`src/rtl/div_pkg.sv`:
```
// ----------------------------------------------------------------------------
// div_pkg
// Shared definitions for the sequential restoring divider.
//   state_t : controller states (IDLE, BUSY, DONE)
//   DIV_W   : default operand / quotient / remainder width
// ----------------------------------------------------------------------------
package div_pkg;

    localparam int DIV_W = 4;

    typedef enum logic [1:0] {
        IDLE = 2'd0,
        BUSY = 2'd1,
        DONE = 2'd2
    } state_t;

endpackage : div_pkg

```
`src/rtl/div_step.sv`:
```
// ----------------------------------------------------------------------------
// div_step
// One combinational restoring-division row.
//   p    : current partial remainder (WIDTH)
//   din  : next dividend bit shifted in
//   d    : divisor (WIDTH)
//   rem  : new partial remainder (WIDTH)
//   qbit : quotient bit produced by this row
// ----------------------------------------------------------------------------
module div_step
    import div_pkg::*;
#(
    parameter int WIDTH = DIV_W
) (
    input  logic [WIDTH-1:0] p,
    input  logic             din,
    input  logic [WIDTH-1:0] d,
    output logic [WIDTH-1:0] rem,
    output logic             qbit
);

    logic [WIDTH:0] shifted;
    logic [WIDTH:0] trial;

    // The partial remainder always stays below the divisor (or is a pure
    // dividend prefix when d == 0), so a successful subtraction never sets
    // the top bit of trial; that bit is therefore a clean borrow flag.
    always_comb begin
        shifted = {p, din};
        trial   = shifted - {1'b0, d};
        qbit    = ~trial[WIDTH];
        rem     = trial[WIDTH] ? shifted[WIDTH-1:0] : trial[WIDTH-1:0];
    end

endmodule : div_step

```
`src/rtl/div4_seq_stream.sv`:
```
// ----------------------------------------------------------------------------
// div4_seq_stream
// Sequential unsigned restoring divider with valid/ready handshakes on both
// sides. One quotient bit per clock, MSB first; a result appears WIDTH
// edges after the accepting edge and is held until downstream takes it.
//
// Ports
//   clk       : rising-edge clock
//   rst_n     : asynchronous active-low reset
//   in_valid  : dividend/divisor pair offered
//   in_ready  : block can accept a pair (IDLE only)
//   a, b      : dividend, divisor (unsigned, WIDTH bits)
//   out_valid : result held on q/r (DONE only)
//   out_ready : downstream accepts the result
//   q, r      : quotient, remainder (b == 0 gives q = all ones, r = a)
//   dbz       : divide-by-zero flag, present only when DIV4_ZERO_FLAG_EN
//               is defined; valid while out_valid is high
//
// Build option: define DIV4_ZERO_FLAG_EN to add the dbz port and register.
// ----------------------------------------------------------------------------
module div4_seq_stream
    import div_pkg::*;
#(
    parameter int WIDTH = DIV_W
) (
    input  logic             clk,
    input  logic             rst_n,
    input  logic             in_valid,
    output logic             in_ready,
    input  logic [WIDTH-1:0] a,
    input  logic [WIDTH-1:0] b,
    output logic             out_valid,
    input  logic             out_ready,
    output logic [WIDTH-1:0] q,
    output logic [WIDTH-1:0] r
`ifdef DIV4_ZERO_FLAG_EN
    ,
    output logic             dbz
`endif
);

    localparam int CW = $clog2(WIDTH);

    state_t           state_reg;
    logic             in_ready_reg;
    logic             out_valid_reg;
    logic [CW-1:0]    cnt_reg;
    logic [WIDTH-1:0] a_reg;
    logic [WIDTH-1:0] b_reg;
    logic [WIDTH-1:0] p_reg;
    logic [WIDTH-1:0] quo_reg;
    logic [WIDTH-1:0] q_reg;
    logic [WIDTH-1:0] r_reg;
`ifdef DIV4_ZERO_FLAG_EN
    logic             dbz_reg;
`endif

    logic [WIDTH-1:0] step_rem;
    logic             step_q;
    logic [WIDTH-1:0] quo_next;

    // Single shared row, fed the dividend bit selected by the step counter.
    div_step #(
        .WIDTH (WIDTH)
    ) u_step (
        .p    (p_reg),
        .din  (a_reg[cnt_reg]),
        .d    (b_reg),
        .rem  (step_rem),
        .qbit (step_q)
    );

    assign quo_next = {quo_reg[WIDTH-2:0], step_q};

    // in_ready/out_valid are registered copies of "next state is IDLE/DONE".
    // After reset in_ready stays low until the first edge, and the
    // DONE->IDLE edge cannot also accept since in_ready is low in DONE.
    always_ff @(posedge clk or negedge rst_n) begin
        if (!rst_n) begin
            state_reg     <= IDLE;
            in_ready_reg  <= 1'b0;
            out_valid_reg <= 1'b0;
            cnt_reg       <= '0;
            a_reg         <= '0;
            b_reg         <= '0;
            p_reg         <= '0;
            quo_reg       <= '0;
            q_reg         <= '0;
            r_reg         <= '0;
`ifdef DIV4_ZERO_FLAG_EN
            dbz_reg       <= 1'b0;
`endif
        end else begin
            case (state_reg)
                IDLE: begin
                    if (in_valid && in_ready_reg) begin
                        a_reg        <= a;
                        b_reg        <= b;
                        p_reg        <= '0;
                        quo_reg      <= '0;
                        cnt_reg      <= CW'(WIDTH - 1);
                        state_reg    <= BUSY;
                        in_ready_reg <= 1'b0;
`ifdef DIV4_ZERO_FLAG_EN
                        dbz_reg      <= (b == '0);
`endif
                    end else begin
                        in_ready_reg <= 1'b1;
                    end
                end
                BUSY: begin
                    p_reg   <= step_rem;
                    quo_reg <= quo_next;
                    if (cnt_reg == '0) begin
                        // q/r only change here, so an aborted run never
                        // exposes a partial result.
                        q_reg         <= quo_next;
                        r_reg         <= step_rem;
                        state_reg     <= DONE;
                        out_valid_reg <= 1'b1;
                    end else begin
                        cnt_reg <= cnt_reg - 1'b1;
                    end
                end
                DONE: begin
                    if (out_ready) begin
                        state_reg     <= IDLE;
                        out_valid_reg <= 1'b0;
                        in_ready_reg  <= 1'b1;
`ifdef DIV4_ZERO_FLAG_EN
                        dbz_reg       <= 1'b0;
`endif
                    end
                end
                default: begin
                    state_reg     <= IDLE;
                    in_ready_reg  <= 1'b0;
                    out_valid_reg <= 1'b0;
                end
            endcase
        end
    end

    assign in_ready  = in_ready_reg;
    assign out_valid = out_valid_reg;
    assign q         = q_reg;
    assign r         = r_reg;
`ifdef DIV4_ZERO_FLAG_EN
    assign dbz       = dbz_reg;
`endif

endmodule : div4_seq_stream

```
`config.mk`:
```
export PLATFORM = sky130hd
export DESIGN_NAME = div4_seq_stream
export DESIGN_NICKNAME = d
export VERILOG_FILES = /design/src/rtl/div_pkg.sv /design/src/rtl/div_step.sv /design/src/rtl/div4_seq_stream.sv
export SDC_FILE = /design/constraint.sdc
export NUM_CORES = 1
export LEC_CHECK = 0
export BUFFER_PORTS_ARGS = -buffer_cell sky130_fd_sc_hd__buf_4
export CORE_UTILIZATION = 29
export DETAILED_ROUTE_END_ITERATION = 7
export PLACE_DENSITY = 0.47
export SLEW_MARGIN = 40
export SYNTH_ARGS = -nofsm -noshare
export SYNTH_HDL_FRONTEND = slang
export SYNTH_SLANG_ARGS = --single-unit
```
`constraint.sdc`:
```
create_clock -name clk -period 7.1 [get_ports clk]
set_input_delay 0.355 -clock clk [delete_from_list [all_inputs] [get_ports clk]]
set_output_delay 0.355 -clock clk [all_outputs]
set_load 0.03 [all_outputs]
```
==> out/results.ini <==
[synth]
synth_nets=143
syn_area_mm2=0.00136
async_reset_ff_share_pct=100
yosysWarnings=0
synthCells=125
yosysTopAreaCell=dfrtp_1
synthTopCellsByArea=dfrtp_1 53%, mux2_2 7.4%, nand2_1 5.8%, o21ai_0 5.5%, ha_1 4.6%
synth_seq_area_share_pct=53.2
synth_edf_count=0
netlist.area_leader.share_pct=53.2
ys_types=24
avgSynthCellArea_um2=10.9
synth_flop_cell=dfrtp_1
yosys_register_bits=29

[final_layout]
fill_cells=446
final_cells=202
final_nets=167
final_area_mm2=0.00168
drive_gt1_share_pct=31.3
area_delta_synth_final_pct=23.1
diodes=0

[setup_path]
crit_type=reg -> reg
critPathMaxFanout=6
r2r_start=cnt_reg[1]
arrival_ns=2.74
required_ns=7.30
end_kind=register
rrSetupSlack_ns=4.56
r2r_end=r[0]
reg2regPathDepth=9
cp-start-kind=register

[die]
initial_core_util_pct=30.7
fp.dieW_um=70.6
core_area_mm2=0.00444
fp.dieH_um=70.6
dieArea_mm2=0.00498
rows=24
ioPinCount=22

[sta]
fin_crit_ns=2.54
fin_crit_sh_pct=35.8
tightest_slew_ns=0.672
setup-violations-final=0
skew_ns=0.00471
rsz0062_at_grt=no
fin_setup_tns_ns=0
slew_headroom_pct=55.0
finalHoldViolCount=0
final_max_slew_viol_count=0
timing.fmax_mhz=394

[min_path]
hold_start=b[3]
min_path_type=in -> reg
whs_endpoint=b_reg[3]
min_path_cells=3

[clocking]
cts_max_path_buffers=2
root_buffer=clkbuf_8
clock_latency_ns=0.28
cts_made_buffers=5
postCtsSetupBuffers=0
cts_tree=done
numClockSinks=29
cts-htree-levels=2
clk_pin_slew_ns=0.06

[pwr]
ir_drop_v=0.000203
leakage_nw=0.803
p_per_area_mw_per_mm2=547

[detailed_routing]
wl_mm=2.67
vias=923
drt_pass1_iterations=5
remaining_drc_errors=4
wl_per_cell_um=13.2
drtAntennaViolNets=0
viasPerCell=4.57
drt_iter0_markers=37

[global_routing]
overflow=0
grt_pass1_vias=981
grt_max_degree=30
groute.usage.overall_pct=12.2
grt_first_pass_wirelength_mm=4.57
antenna_found_initial=0

[outcome]
status=finished with violations
violations=DRC

[placed_design]
place_area_mm2=0.00157
place_congestion=0.813
port_buffers=21
placed_cells=193
dp_hpwl_mm=1.95

[flow_run]
maxCapViolCount=0

[through the flow]
step	power (mW)	utilization, %	setup WS (ns)	hold slack [ns]
after detailed placement	0.778	35.3	4.53	0.304
final	0.918	37.8	4.56	0.275
after CTS	0.932	37.8	4.52	0.271
after global placement	0.764	35.1	4.60	0.300
after floorplan	0.658	-	4.79	0.0594
after global routing	0.995	37.8	4.35	0.274
[synthesized netlist by cell type, types with 3 or more instances]
library cell / instances
dfrtp_1: 29
a21oi_1: 5
o21ai_0: 15
inv_1: 7
o21ai_2: 4
nor2_1: 6
nand2_1: 21
mux2i_1: 3
mux2_2: 9
buf_2: 5
ha_1: 5
[logic make-up (layout without fill, tap and decap cells)]
family / Yosys count / after routing / share of synthesized area [%]
AOI/OAI and AO/OA: 29 / 29 / 12.7
xor gates and xnor gates: 3 / 3 / 2.48
adders and majority gates: 6 / 6 / 6.06
buffers and inverters: 12 / 37 / 3.76
DFF: 29 / 29 / 53.2
muxes: 14 / 14 / 11.8
and+or+nand+nor: 32 / 32 / 10.0
[where the power goes]
group	total (mW)	switching (mW)	leakage, nW	internal [mW]
clock network	0.151	0.0631	0.0542	0.0874
logic	0.468	0.254	0.392	0.214
registers	0.300	0.0578	0.357	0.242
[layout make-up]
cell class	instances	area, um2	share of cell area, %
clock inverter	1	5.00	0.298
timing repair buffer	22	168	9.99
tap	52	65.1	3.87
inverter	7	26.3	1.56
clock buffer	7	96.3	5.74
sequential	29	726	43.2
multi-input combinational	84	593	35.3
[metal layers]
layer	global-route usage, %	share of wire, %	vias up
met5	0	0	-
met4	7.33	2.0	0
met3	3.56	4.3	5
met2	18.8	46	19
met1	15.3	47	429
li1	-	-	470
[critical path, stage by stage, from the launching register on]
cell and delay (ns):
dfrtp_1 0.40, mux2_2 0.34, o21ai_0 0.24, ha_1 0.24
fa_1 0.21, nand2b_1 0.12, a21oi_2 0.07, xnor2_2 0.35
mux2_4 0.36, o21ai_2 0.13
[cells in the final DEF, fill, tap and decap left out, drive strengths merged]
| cell | instances |
|---|---|
| dlygate4sd3 | 1 |
| o21ai | 19 |
| fa | 1 |
| buf | 21 |
| ha | 5 |
| or2 | 1 |
| o22ai | 2 |
| a21oi | 6 |
| o21bai | 1 |
| dfrtp | 29 |
| inv | 7 |
| a221oi | 1 |
| xor2 | 1 |
| mux2 | 11 |
| nor3 | 1 |
| xnor2 | 2 |
| clkinv | 1 |
| nand2b | 2 |
| mux2i | 3 |
| nand2 | 21 |
| nor2 | 6 |
| nor2b | 1 |
| clkbuf | 7 |
[how the worst max path moves through the flow]
stage	startpoint	to	depth (start not counted)
floorplan	cnt_reg[1]	r[1]	9
global placement	cnt_reg[1]	p_reg[3]	9
detailed placement	cnt_reg[1]	p_reg[3]	9
CTS	cnt_reg[1]	r[0]	9
global route	cnt_reg[1]	p_reg[3]	9
finish	cnt_reg[1]	r[0]	9
[what timing repair did]
item                                   CTS  global route
gates resized for setup                  0             0
hold buffers                             1             0
setup endpoints to repair                0             0
endpoints found under the hold margin    8             0
Power figures use the tool's default switching activity.
